[config.mk]
export PLATFORM = sky130hd
export DESIGN_NAME = tick_to_level_stretcher
export DESIGN_NICKNAME = d
export VERILOG_FILES = /design/src/rtl/tick_to_level_stretcher_pkg.sv /design/src/rtl/tick_to_level_stretcher_sat_updown_counter.sv /design/src/rtl/tick_to_level_stretcher.sv
export SDC_FILE = /design/constraint.sdc
export NUM_CORES = 1
export LEC_CHECK = 0
export CAP_MARGIN = 15
export CORE_MARGIN = 2
export CORE_UTILIZATION = 47
export CTS_CLUSTER_SIZE = 40
export DETAILED_ROUTE_END_ITERATION = 8
export PLACE_DENSITY = 0.81
export SYNTH_ARGS = -nofsm -noshare
export SYNTH_HDL_FRONTEND = slang
export SYNTH_SLANG_ARGS = --single-unit
[constraint.sdc]
create_clock -name clk -period 2.1 [get_ports clk]
set_clock_uncertainty 0.05 [all_clocks]
set_input_delay 0.21 -clock clk [delete_from_list [all_inputs] [get_ports clk]]
set_output_delay 0.21 -clock clk [all_outputs]
set_load 0.005 [all_outputs]
[src/rtl/tick_to_level_stretcher_pkg.sv]
// rtl/tick_to_level_stretcher_pkg.sv - state encoding and sizing helper for the tick stretcher
package tick_to_level_stretcher_pkg;

   // Encodings are fixed so that other blocks sharing these states agree on them
   typedef enum logic [1:0] {
      ST_IDLE = 2'd0,
      ST_HIGH = 2'd1,
      ST_GAP  = 2'd2
   } stretch_state_t;

   // Width of a down-counter that must hold max(high_cycles, gap_cycles)
   function automatic int cnt_width(input int high_cycles, input int gap_cycles);
      int span;
      span = (high_cycles > gap_cycles) ? high_cycles : gap_cycles;
      return $clog2(span + 1);
   endfunction

endpackage

[src/rtl/tick_to_level_stretcher_sat_updown_counter.sv]
// rtl/tick_to_level_stretcher_sat_updown_counter.sv - saturating up/down counter for queued ticks
module sat_updown_counter #(
   parameter int W = 3
) (
   input  logic         clk,
   input  logic         rst,
   input  logic         inc,
   input  logic         dec,
   output logic [W-1:0] count,
   output logic         sat
);

   localparam logic [W-1:0] COUNT_MAX = {W{1'b1}};

   // Full flag; the owner uses it to decide whether an increment is dropped
   assign sat = (count == COUNT_MAX);

   // Simultaneous inc and dec cancel; never wraps in either direction
   always_ff @(posedge clk or posedge rst) begin
      if (rst) begin
         count <= '0;
      end else if (inc && !dec && !sat) begin
         count <= count + 1'b1;
      end else if (dec && !inc && (count != '0)) begin
         count <= count - 1'b1;
      end
   end

endmodule

[src/rtl/tick_to_level_stretcher.sv]
// rtl/tick_to_level_stretcher.sv - turns single-cycle ticks into spaced, fixed-width level pulses
module tick_to_level_stretcher
   import tick_to_level_stretcher_pkg::*;
#(
   parameter int HIGH_CYCLES = 4,
   parameter int GAP_CYCLES  = 2,
   parameter int PEND_W      = 3,
   parameter int RETRIGGER   = 0
) (
   input  logic              clk,
   input  logic              rst,
   input  logic              tick,
   input  logic              clr_ovf,
   output logic              level,
   output logic              busy,
   output logic [PEND_W-1:0] pending,
   output logic              overflow
);

   localparam int CNT_W = cnt_width(HIGH_CYCLES, GAP_CYCLES);
   localparam logic [CNT_W-1:0] HIGH_LOAD = CNT_W'(HIGH_CYCLES - 1);
   localparam logic [CNT_W-1:0] GAP_LOAD  = CNT_W'(GAP_CYCLES - 1);
   localparam bit RETRIG = (RETRIGGER != 0);

   stretch_state_t   state;
   stretch_state_t   state_nxt;
   logic [CNT_W-1:0] cnt;
   logic [CNT_W-1:0] cnt_nxt;
   logic             pend_inc;
   logic             pend_dec;
   logic             pend_sat;
   logic             drop;

   // Ticks that cannot start a pulse right now are held here until a gap ends
   sat_updown_counter #(
      .W (PEND_W)
   ) u_pending (
      .clk   (clk),
      .rst   (rst),
      .inc   (pend_inc),
      .dec   (pend_dec),
      .count (pending),
      .sat   (pend_sat)
   );

   // Next-state and cycle counter; a tick landing on the final gap cycle is
   // counted and consumed in the same edge so it starts the next pulse directly
   always_comb begin
      state_nxt = state;
      cnt_nxt   = cnt;
      pend_inc  = 1'b0;
      pend_dec  = 1'b0;
      case (state)
         ST_IDLE: begin
            if (tick) begin
               state_nxt = ST_HIGH;
               cnt_nxt   = HIGH_LOAD;
            end
         end
         ST_HIGH: begin
            if (tick && RETRIG) begin
               cnt_nxt = HIGH_LOAD;
            end else if (cnt == '0) begin
               state_nxt = ST_GAP;
               cnt_nxt   = GAP_LOAD;
            end else begin
               cnt_nxt = cnt - 1'b1;
            end
            pend_inc = tick && !RETRIG;
         end
         ST_GAP: begin
            pend_inc = tick;
            if (cnt == '0) begin
               if ((pending != '0) || tick) begin
                  state_nxt = ST_HIGH;
                  cnt_nxt   = HIGH_LOAD;
                  pend_dec  = 1'b1;
               end else begin
                  state_nxt = ST_IDLE;
               end
            end else begin
               cnt_nxt = cnt - 1'b1;
            end
         end
         default: begin
            state_nxt = ST_IDLE;
            cnt_nxt   = '0;
         end
      endcase
   end

   // A tick is lost only when the queue is full and nothing leaves it this edge
   assign drop = pend_inc && pend_sat && !pend_dec;

   // State, counter and registered outputs; reset drops the level immediately
   always_ff @(posedge clk or posedge rst) begin
      if (rst) begin
         state    <= ST_IDLE;
         cnt      <= '0;
         level    <= 1'b0;
         busy     <= 1'b0;
         overflow <= 1'b0;
      end else begin
         state    <= state_nxt;
         cnt      <= cnt_nxt;
         level    <= (state_nxt == ST_HIGH);
         busy     <= (state_nxt != ST_IDLE);
         if (drop) begin
            overflow <= 1'b1;
         end else if (clr_ovf) begin
            overflow <= 1'b0;
         end
      end
   end

endmodule

==> results_dict.tcl, run 1 <==
set metrics [dict create \
    timing.final.crit_period_ns 2.10 \
    rr_startpoint "state[0]" \
    min-delay-path-class "input pin to asynchronous set/reset pin" \
    critical_path_source "state[0]" \
    power.static_leakage_nw 0.484 \
    unrepaired_setup_endpoints_after_global_routing "true" \
    busiest_layer "met2" \
    cp_data_arrival_time_ns 2.21 \
    drive_gt1_share_pct 36.6 \
    iter_0_drt_violations 38 \
    post_drt_wl_per_cell_um 15.4 \
    setup_ws_ns -0.000500 \
    gr_layer_usage_met3_pct 2.50 \
    critical_path.endpoint "u_pending.count[1]" \
    layout_common_cells "21 x sky130_fd_sc_hd__buf_4, 11 x sky130_fd_sc_hd__dfrtp_1, 9 x sky130_fd_sc_hd__clkdlybuf4s50_1, 6 x sky130_fd_sc_hd__nor2_1" \
    crit_fanout 3 \
    overflow 0 \
    stdcell_area_um2 1100 \
    grt_antenna_before_repair 0 \
    hold_violation_total_from_the_final_report 0 \
    num_antenna_cells 0 \
    post-layout-total-power_mw 1.76 \
    cts_num_sinks 11 \
    grt_first_pass_wirelength_um 3260 \
    utilization_pct 73.6 \
    seq_area_um2 275 \
    start_util_pct 49.2 \
    worstSkewPairLatency_ns 0.27 \
    max_cap_viol_count 0 \
    critical_path.startpoint_type "register" \
    fillers 105 \
    first_global_vias 736 \
    number_of_buffers_added_by_the_clock_tree_synthesis_step 3 \
    row_count 14 \
    area_growth_pct 49.5 \
    final.period_utilization_pct 100 \
    max-vdd-ir-drop_v 0.000850 \
    number_of_standard_cells_in_the_layout_taps_in_and_fillers_out 128 \
    place.gp.congestion 0.795 \
    final_net_count 122 \
    die_height_um 43.5 \
    global_route.usage.met2_pct 35.8 \
    run_status "finished with violations" \
    grt_use_total_pct 23.8 \
    die_w_um 43.5 \
    antenna_left 0 \
    setup_viol_count_final 1 \
    dp_hpwl_um 1390 \
    register_to_register_setup_slack_ns -0.0005 \
    library_cells_used_by_synthesis 33 \
    floorplan_die_area_um2 1890 \
    holdWs_ns 0.174 \
    synth.ff_latch_count 11 \
    place_inst 116 \
    detailed_route_vias_per_instance 5.78 \
    final_common_cell "sky130_fd_sc_hd__buf_4" \
    drc 0 \
    worst-setup-path-type "register to register" \
    postCtsHoldBufs 0 \
    area_used_by_multi_input_combinational_logic_um2 500 \
    syn_inst 79 \
    h_tree_depth_reported_by_cts 1 \
    synth_area_um2 733 \
    dpl-instance-area_um2 1000 \
    floorplan.io_pins 10 \
    floorplan.core_area_um2 1490 \
    worst_setup_path_end_kind "register" \
    postSynthNetCount 88 \
    clk_slew_on_worst_s_h_paths_ns 0.07 \
    met1_usage_pct 34.0 \
    clockBufferDepth 2 \
    synth_area_per_cell_um2 9.28 \
    tritoncts_clock_tree "yes" \
    critical_path_required_ns 2.21 \
    clockRootBuffer "sky130_fd_sc_hd__clkbuf_4" \
    power.density_nw_per_um2 1610 \
    dr_total_vias 740 \
    detailedRoute.firstPassIterationCount 4 \
    drt_wl_total_um 1970 \
    capture_point_of_the_worst_reg_to_reg_path "u_pending.count[1]" \
    reg2regPathDepth 9 \
    place.port_buffers 9 \
    violations "setup timing" \
    synth_sequential_area_ratio_pct 37.5 \
    grt_start_max_net_pins 12 \
    slew_headroom_pct 72.2 \
    timing.final.max_slew_violations 0 \
    tightestPinTransition_ns 0.416 \
    max_freq_mhz 476 \
    yosys_warnings 0 \
]
worst max-delay path, stage by stage, from the launching register on:
cell and delay (ns):
sky130_fd_sc_hd__dfrtp_1 0.39, sky130_fd_sc_hd__inv_2 0.10, sky130_fd_sc_hd__ha_4 0.15, sky130_fd_sc_hd__nor4b_4 0.27
sky130_fd_sc_hd__nor2_4 0.07, sky130_fd_sc_hd__nand2_2 0.07, sky130_fd_sc_hd__fa_2 0.44, sky130_fd_sc_hd__mux2_4 0.28
sky130_fd_sc_hd__o32ai_2 0.11, sky130_fd_sc_hd__a211oi_2 0.06
layer usage:
metal	wire, um	vias up	part of all wire, %
met5	0	-	0
met4	48	0	2.4
met1	921	346	47
met2	916	28	47
met3	82	7	4.2
li1	-	359	-
where the power goes:
group / switching, mW / internal, mW / leakage (nW) / total, mW
clock: 0.0739 / 0.0736 / 0.0150 / 0.147
combinational: 0.578 / 0.664 / 0.335 / 1.24
sequential: 0.0660 / 0.308 / 0.134 / 0.374
metrics by stage:
| stage | setup TNS [ns] | worst slack (ns) |
|---|---|---|
| after floorplan | -0.0427 | -0.0427 |
| after global routing | -0.157 | -0.101 |
| after CTS | -0.0269 | -0.0269 |
| after detailed placement | -0.0371 | -0.0371 |
| after global placement | 0 | 0.000985 |
| final | -0.000500 | -0.000500 |
cells in the mapped netlist, drive strengths merged:
cell | count | share of area (%)
o32ai | 1 | 1.2
nor3b | 1 | 1.7
a211oi | 1 | 1.7
or3 | 2 | 1.7
o21bai | 3 | 3.1
nand3b | 1 | 1.0
dfrtp | 11 | 38
nand2 | 7 | 3.6
buf | 1 | 0.68
or4 | 1 | 1.0
mux2 | 1 | 1.5
nand3 | 2 | 1.4
o2bb2ai | 1 | 1.2
a21oi | 5 | 3.4
a31oi | 2 | 1.7
or4b | 1 | 1.4
o221a | 1 | 1.5
o22ai | 2 | 2.6
inv | 7 | 3.6
nor4b | 2 | 3.2
nor2 | 7 | 3.6
ha | 4 | 6.8
a22oi | 1 | 1.0
o21ai | 3 | 2.0
and2 | 1 | 0.85
fa | 1 | 2.7
a21o | 1 | 1.0
o31ai | 2 | 2.0
o211a | 1 | 1.4
o21a | 1 | 1.0
nor3 | 4 | 2.7
worst min path at each step:
stage               startpoint  endpoint  slack [ns]  cells past startpoint
global placement           rst    cnt[0]        0.47                      2
global route               rst      busy        0.24                      2
finish                     rst    cnt[1]        0.17                      2
floorplan                  rst      busy        0.01                      1
CTS                        rst    cnt[1]        0.19                      2
detailed placement         rst    cnt[0]        0.49                      2
sequential cells by signal, summed over array words and instances (netlist names):
register         cells
u_pending.count      3
overflow             1
cnt                  3
state                2
busy                 1
level                1
cells by family (layout without fill, tap and decap cells):
family,count (synthesis),in the layout,share of synthesized area [%]
DFF,11,11,37.5
muxes,1,1,1.54
buffers and inverters,8,41,4.27
AOI/OAI and AO/OA,25,25,24.9
and+or+nand+nor,29,29,22.2
adders and majority gates,5,5,9.56
layout make-up:
cell class / count / area share (%)
flip-flops and latches: 11 / 25.1
well taps: 16 / 1.83
repair buffers: 30 / 22.6
clock buffers: 4 / 2.40
inverters: 7 / 2.40
multi-input cells: 60 / 45.7
repair_timing:
action                                  in CTS  in global routing
pin swaps                                    7                  2
setup buffers                                6                  2
gates resized for setup                      0                  2
endpoints found under the setup margin       1                  3
(Power assumes the default switching activity.)
==> run 2: changes to the inputs <==
--- a/config.mk
+++ b/config.mk
@@ -7,10 +7,11 @@
 export LEC_CHECK = 0
 export CAP_MARGIN = 15
 export CORE_MARGIN = 2
-export CORE_UTILIZATION = 47
+export CORE_UTILIZATION = 50
+export CTS_BUF_LIST = sky130_fd_sc_hd__clkbuf_8
 export CTS_CLUSTER_SIZE = 40
 export DETAILED_ROUTE_END_ITERATION = 8
-export PLACE_DENSITY = 0.81
+export PLACE_DENSITY = 0.85
 export SYNTH_ARGS = -nofsm -noshare
 export SYNTH_HDL_FRONTEND = slang
 export SYNTH_SLANG_ARGS = --single-unit
==> run 2 against run 1 <==
  * The flow still finishes with violations (setup timing)
  * Utilization is 7.1 points higher
  * Non-clock buffer count down 6
  * Sequential power is essentially flat
  * Maximum frequency down 0.68%
  * Highest routed layer unchanged
  * Clock-buffer cell count shrank 1
  * Clock power up 41%
  * Sequential share of layout area grew 0.58 points
  * Critical path type unchanged
  * Largest cell class unchanged
  * Power rose by 0.24%
==> results_dict.tcl, run 2 (synthesis gave the netlist of run 1 again) <==
set metrics [dict create \
    run_status "finished with violations" \
    violations "setup timing" \
    layout_top_registers "cnt (3), u_pending.count (3), state (2)" \
    post-layout-total-power_mw 1.77 \
    min-delay-path-class "input pin to asynchronous set/reset pin" \
    floorplan_die_area_um2 1790 \
    drc 0 \
    slew_headroom_pct 71.8 \
    grt_start_max_net_pins 12 \
    cts_num_sinks 11 \
    num_antenna_cells 0 \
    power.static_leakage_nw 0.463 \
    met1_usage_pct 29.5 \
    critical_path.slowest_cell "sky130_fd_sc_hd__fa_2" \
    register_to_register_setup_slack_ns -0.01 \
    place.port_buffers 9 \
    global_route.usage.met2_pct 39.7 \
    floorplan.io_pins 10 \
    grt_first_pass_wirelength_um 3220 \
    grt_use_total_pct 23.1 \
    antenna_left 0 \
    cpLargestDelayFamily "adder cells" \
    die_height_um 42.3 \
    grt_antenna_before_repair 0 \
    crit_fanout 4 \
    holdWs_ns 0.223 \
    row_count 13 \
    utilization_pct 80.7 \
    timing.final.crit_period_ns 2.11 \
    critical_path.startpoint_type "register" \
    place_inst 116 \
    power.density_nw_per_um2 1640 \
    drt_wl_total_um 1810 \
    die_w_um 42.3 \
    number_of_standard_cells_in_the_layout_taps_in_and_fillers_out 121 \
    busiest_layer "met2" \
    dr_total_vias 698 \
    number_of_buffers_added_by_the_clock_tree_synthesis_step 3 \
    area_growth_pct 46.8 \
    worst-setup-path-type "register to register" \
    start_util_pct 55.0 \
    hold_violation_total_from_the_final_report 0 \
    clk_slew_on_worst_s_h_paths_ns 0.05 \
    drive_gt1_share_pct 33.0 \
    dp_hpwl_um 1320 \
    floorplan.core_area_um2 1330 \
    first_global_vias 744 \
    detailedRoute.firstPassIterationCount 4 \
    layout_common_cells "15 x sky130_fd_sc_hd__buf_4, 10 x sky130_fd_sc_hd__dfrtp_1, 9 x sky130_fd_sc_hd__clkdlybuf4s50_1, 6 x sky130_fd_sc_hd__inv_1, 6 x sky130_fd_sc_hd__nor2_1" \
    worst_path_largest_cell_delay_ns 0.48 \
    final_common_cell "sky130_fd_sc_hd__buf_4" \
    tritoncts_clock_tree "yes" \
    detailed_route_vias_per_instance 5.77 \
    capture_point_of_the_worst_reg_to_reg_path "u_pending.count[1]" \
    post_drt_wl_per_cell_um 14.9 \
    timing.final.max_slew_violations 0 \
    h_tree_depth_reported_by_cts 1 \
    setup_viol_count_final 1 \
    worstPathBufferInverterCount 1 \
    max_cap_viol_count 0 \
    gr_layer_usage_met3_pct 1.72 \
    rr_startpoint "state[0]" \
    unrepaired_setup_endpoints_after_global_routing "true" \
    setup_ws_ns -0.0150 \
    place.gp.congestion 0.887 \
    overflow 0 \
    reg2regPathDepth 9 \
    cp_data_arrival_time_ns 2.18 \
    max_freq_mhz 473 \
    tightestPinTransition_ns 0.423 \
    clockBufferDepth 2 \
    critical_path.cell_chain "inv_2 > ha_4 > nor4b_4 > nor2_4 > nand2_2 > fa_2 > mux2_4 > o32ai_4 > a211oi_2" \
    final_net_count 116 \
    worst_setup_path_end_kind "register" \
    critical_path_required_ns 2.17 \
    max-vdd-ir-drop_v 0.00105 \
    iter_0_drt_violations 19 \
    worstSkewPairLatency_ns 0.24 \
    final.period_utilization_pct 101 \
    clockRootBuffer "sky130_fd_sc_hd__clkbuf_8" \
]
==> run 2: changes by cell type in the layout (fill, tap and decap cells not counted), sizes merged <==
| cell | previous run | this run |
|---|---|---|
| clkbuf | 4 | 3 |
| inv | 7 | 8 |
| buf | 21 | 15 |
==> run 2: worst max-delay path by stage <==
| stage | start | end | slack, ns | cells past startpoint |
|---|---|---|---|---|
| after global routing | state[0] | u_pending.count[1] | -0.12 | 9 |
| after CTS | state[0] | u_pending.count[1] | -0.05 | 9 |
| after global placement | tick | u_pending.count[1] | -0.008 | 8 |
| after detailed placement | tick | u_pending.count[1] | -0.06 | 8 |
| after floorplan | state[0] | u_pending.count[1] | -0.04 | 9 |
| final | state[0] | u_pending.count[1] | -0.01 | 9 |
==> run 2: layout make-up <==
class	count	area, um^2
multi-input combinational	60	507
sequential	11	277
clock inverter	1	3.75
inverter	7	26.3
tap	15	18.8
fill	89	258
clock buffer	3	41.3
timing repair buffer	24	203
==> run 2: routing by layer <==
metal | up-vias | routed length [um]
li1 | 344 | -
met3 | 4 | 60
met5 | - | 0
met2 | 22 | 905
met1 | 328 | 810
met4 | 0 | 32
==> run 2: power by group <==
part / internal (mW) / switching [mW]
combinational: 0.613 / 0.575
sequential: 0.311 / 0.0623
clock: 0.128 / 0.0788
total: 1.05 / 0.716
==> run 2: through the flow <==
stage	setup slack, ns	setup TNS, ns	instance area (um^2)
after global placement	-0.00816	-0.00816	1010
after CTS	-0.0483	-0.0483	1070
after floorplan	-0.0427	-0.0427	798
final	-0.0150	-0.0150	1080
after detailed placement	-0.0638	-0.0638	1010
after global routing	-0.115	-0.115	1080
==> run 2: repair_timing <==
item,4_1_cts,5_1_grt
hold buffers,0,0
setup endpoints to repair,1,3
buffers inserted,1,0
resized for setup,1,2
pin swaps,2,2
==> run 3: changes to the inputs <==
--- a/config.mk
+++ b/config.mk
@@ -7,11 +7,12 @@
 export LEC_CHECK = 0
 export CAP_MARGIN = 15
 export CORE_MARGIN = 2
-export CORE_UTILIZATION = 50
+export CORE_UTILIZATION = 25
 export CTS_BUF_LIST = sky130_fd_sc_hd__clkbuf_8
 export CTS_CLUSTER_SIZE = 40
 export DETAILED_ROUTE_END_ITERATION = 8
-export PLACE_DENSITY = 0.85
+export MAX_ROUTING_LAYER = met4
+export PLACE_DENSITY = 0.52
 export SYNTH_ARGS = -nofsm -noshare
 export SYNTH_HDL_FRONTEND = slang
 export SYNTH_SLANG_ARGS = --single-unit
==> run 3 against run 2 <==
  * The run still ends with setup timing left
  * Largest power group unchanged
  * Hold slack improved by 0.0058 ns
  * Power shrank 1.1%
  * Flip-flop and latch count did not move
  * Die area up 89%
  * Utilization down 41 points
  * Clock-buffer cell count did not move
  * Setup slack better by 0.015 ns
  * Non-clock buffer count up 2
==> results_dict.tcl, run 3 (synthesis gave the netlist of run 1 again) <==
set metrics [dict create \
    run_status "finished with violations" \
    violations "setup timing" \
    antenna_left 0 \
    area_growth_pct 50.0 \
    drive_gt1_share_pct 33.3 \
    cts_num_sinks 11 \
    timing.final.max_slew_violations 0 \
    reg2regPathDepth 9 \
    critical_path.startpoint_type "register" \
    floorplan.core_area_um2 2780 \
    die_height_um 58.2 \
    m1WireLength_um 811 \
    max_freq_mhz 476 \
    final_net_count 118 \
    grt_start_max_net_pins 12 \
    grt_use_total_pct 13.8 \
    met2WireLength_um 934 \
    place.gp.congestion 0.804 \
    critical_path_required_ns 2.17 \
    worstSkewPairLatency_ns 0.24 \
    worst-setup-path-type "register to register" \
    seq_area_um2 275 \
    min-delay-path-class "input pin to asynchronous set/reset pin" \
    unrepaired_setup_endpoints_after_global_routing "true" \
    p_sw_share_pct 39.5 \
    max-vdd-ir-drop_v 0.000878 \
    place.port_buffers 9 \
    number_of_buffers_added_by_the_clock_tree_synthesis_step 3 \
    drt_wl_total_um 1900 \
    clk_slew_on_worst_s_h_paths_ns 0.05 \
    total_switching_power_mw 0.690 \
    worst_setup_path_end_kind "register" \
    p_seq_share_pct 21.2 \
    internal_power_mw 1.06 \
    worst_path_largest_cell_delay_ns 0.47 \
    holdWs_ns 0.229 \
    p_clk_share_pct 12.3 \
    power.combinational.fraction_pct 66.5 \
    floorplan_die_area_um2 3380 \
    area_used_by_multi_input_combinational_logic_um2 497 \
    max_cap_viol_count 0 \
    setup_viol_count_final 1 \
    power.density_nw_per_um2 1590 \
    clockBufferDepth 2 \
    critical_path_source "state[0]" \
    cp_data_arrival_time_ns 2.17 \
    first_global_vias 715 \
    final_common_cell "sky130_fd_sc_hd__buf_4" \
    critical_path.slowest_cell "sky130_fd_sc_hd__fa_2" \
    utilization_pct 39.5 \
    start_util_pct 26.4 \
    tightestPinTransition_ns 0.457 \
    fillers 286 \
    hold_violation_total_from_the_final_report 0 \
    layout_common_cells "17 x sky130_fd_sc_hd__buf_4, 11 x sky130_fd_sc_hd__dfrtp_1, 9 x sky130_fd_sc_hd__clkdlybuf4s50_1, 6 x sky130_fd_sc_hd__inv_1, 6 x sky130_fd_sc_hd__nor2_1" \
    overflow 0 \
    slew_headroom_pct 69.5 \
    floorplan.io_pins 10 \
    wl_met3_um 75 \
    critical_path.cell_chain "inv_2 > ha_4 > nor4b_4 > nor2_4 > nand2_2 > fa_2 > mux2_4 > o32ai_2 > a211oi_2" \
    crit_fanout 4 \
    drc 0 \
    row_count 19 \
    dr.max_layer_used "met4" \
    grt_first_pass_wirelength_um 3370 \
    clockRootBuffer "sky130_fd_sc_hd__clkbuf_8" \
    detailedRoute.firstPassIterationCount 4 \
    tritoncts_clock_tree "yes" \
    detailed_route_vias_per_instance 5.15 \
    die_w_um 58.2 \
    num_antenna_cells 0 \
    final.period_utilization_pct 100 \
    dp_hpwl_um 1440 \
    detailedPlace.worstSlack_ns -0.0316 \
    layout_top_registers "cnt (3), u_pending.count (3), state (2)" \
    post_drt_wl_per_cell_um 13.6 \
    power.static_leakage_nw 0.473 \
    grt_antenna_before_repair 0 \
    timing.final.crit_period_ns 2.10 \
    iter_0_drt_violations 18 \
    rr_startpoint "state[0]" \
    setup_ws_ns -0.0000520 \
    dr_total_vias 716 \
    h_tree_depth_reported_by_cts 1 \
]
==> run 3: worst paths after layout <==
| path | endpoint | slack, ns |
|---|---|---|
| max | u_pending.count[1] | -0.00005 |
| min | cnt[0] | 0.23 |
| max reg2reg | u_pending.count[1] | -0.00005 |
| min reg2reg | overflow | 0.49 |
| max in group asynchronous | u_pending.count[1] | 1.46 |
| min in group clk | overflow | 0.49 |
==> run 3: routing by layer <==
layer | vias up | global-route usage [%]
met2 | 19 | 21.9
met1 | 340 | 15.1
li1 | 348 | -
met3 | 9 | 4.02
met5 | - | -
met4 | 0 | 8.97
==> run 3: per-stage QoR <==
stage	area (um^2)	cells	power, mW	TNS (ns)
after floorplan	798	79	1.08	-0.0427
after global placement	1030	133	1.49	-0.00556
after detailed placement	1030	133	1.50	-0.0316
after CTS	1080	137	1.73	-0.0217
after global routing	1100	139	1.92	-0.282
final	1100	139	1.75	-0.0000520
==> run 3: critical path: cells and delay by family, from the launching register on <==
kind                       cells  cell delay [ns]
AOI/OAI and AO/OA              2             0.15
adders and majority gates      2             0.60
buffers and inverters          1             0.10
DFF                            1             0.38
muxes                          1             0.28
and+or+nand+nor                3             0.40
==> run 3: layout make-up <==
class                           count  area share [%]
Multi-Input combinational cell     60            45.2
Sequential cell                    11            25.0
Timing Repair Buffer               26            19.8
Clock buffer                        3            3.75
Tap cell                           31            3.53
Inverter                            7            2.39
Clock inverter                      1           0.341
==> run 3: timing repair <==
item | 4_1_cts | 5_1_grt
pin swaps | 1 | 2
gates cloned | 0 | 0
endpoints found under the setup margin | 1 | 3
setup buffers | 0 | 2
resized for setup | 0 | 2
hold buffers | 0 | 0
==> run 3: power by group through the flow <==
stage                     Sequential [mW]  Clock [mW]  Combinational, mW
after floorplan                     0.440           0              0.640
after CTS                           0.373       0.227               1.14
after detailed placement            0.376           0               1.12
after global routing                0.384       0.240               1.30
final                               0.370       0.216               1.16
after global placement              0.376           0               1.11
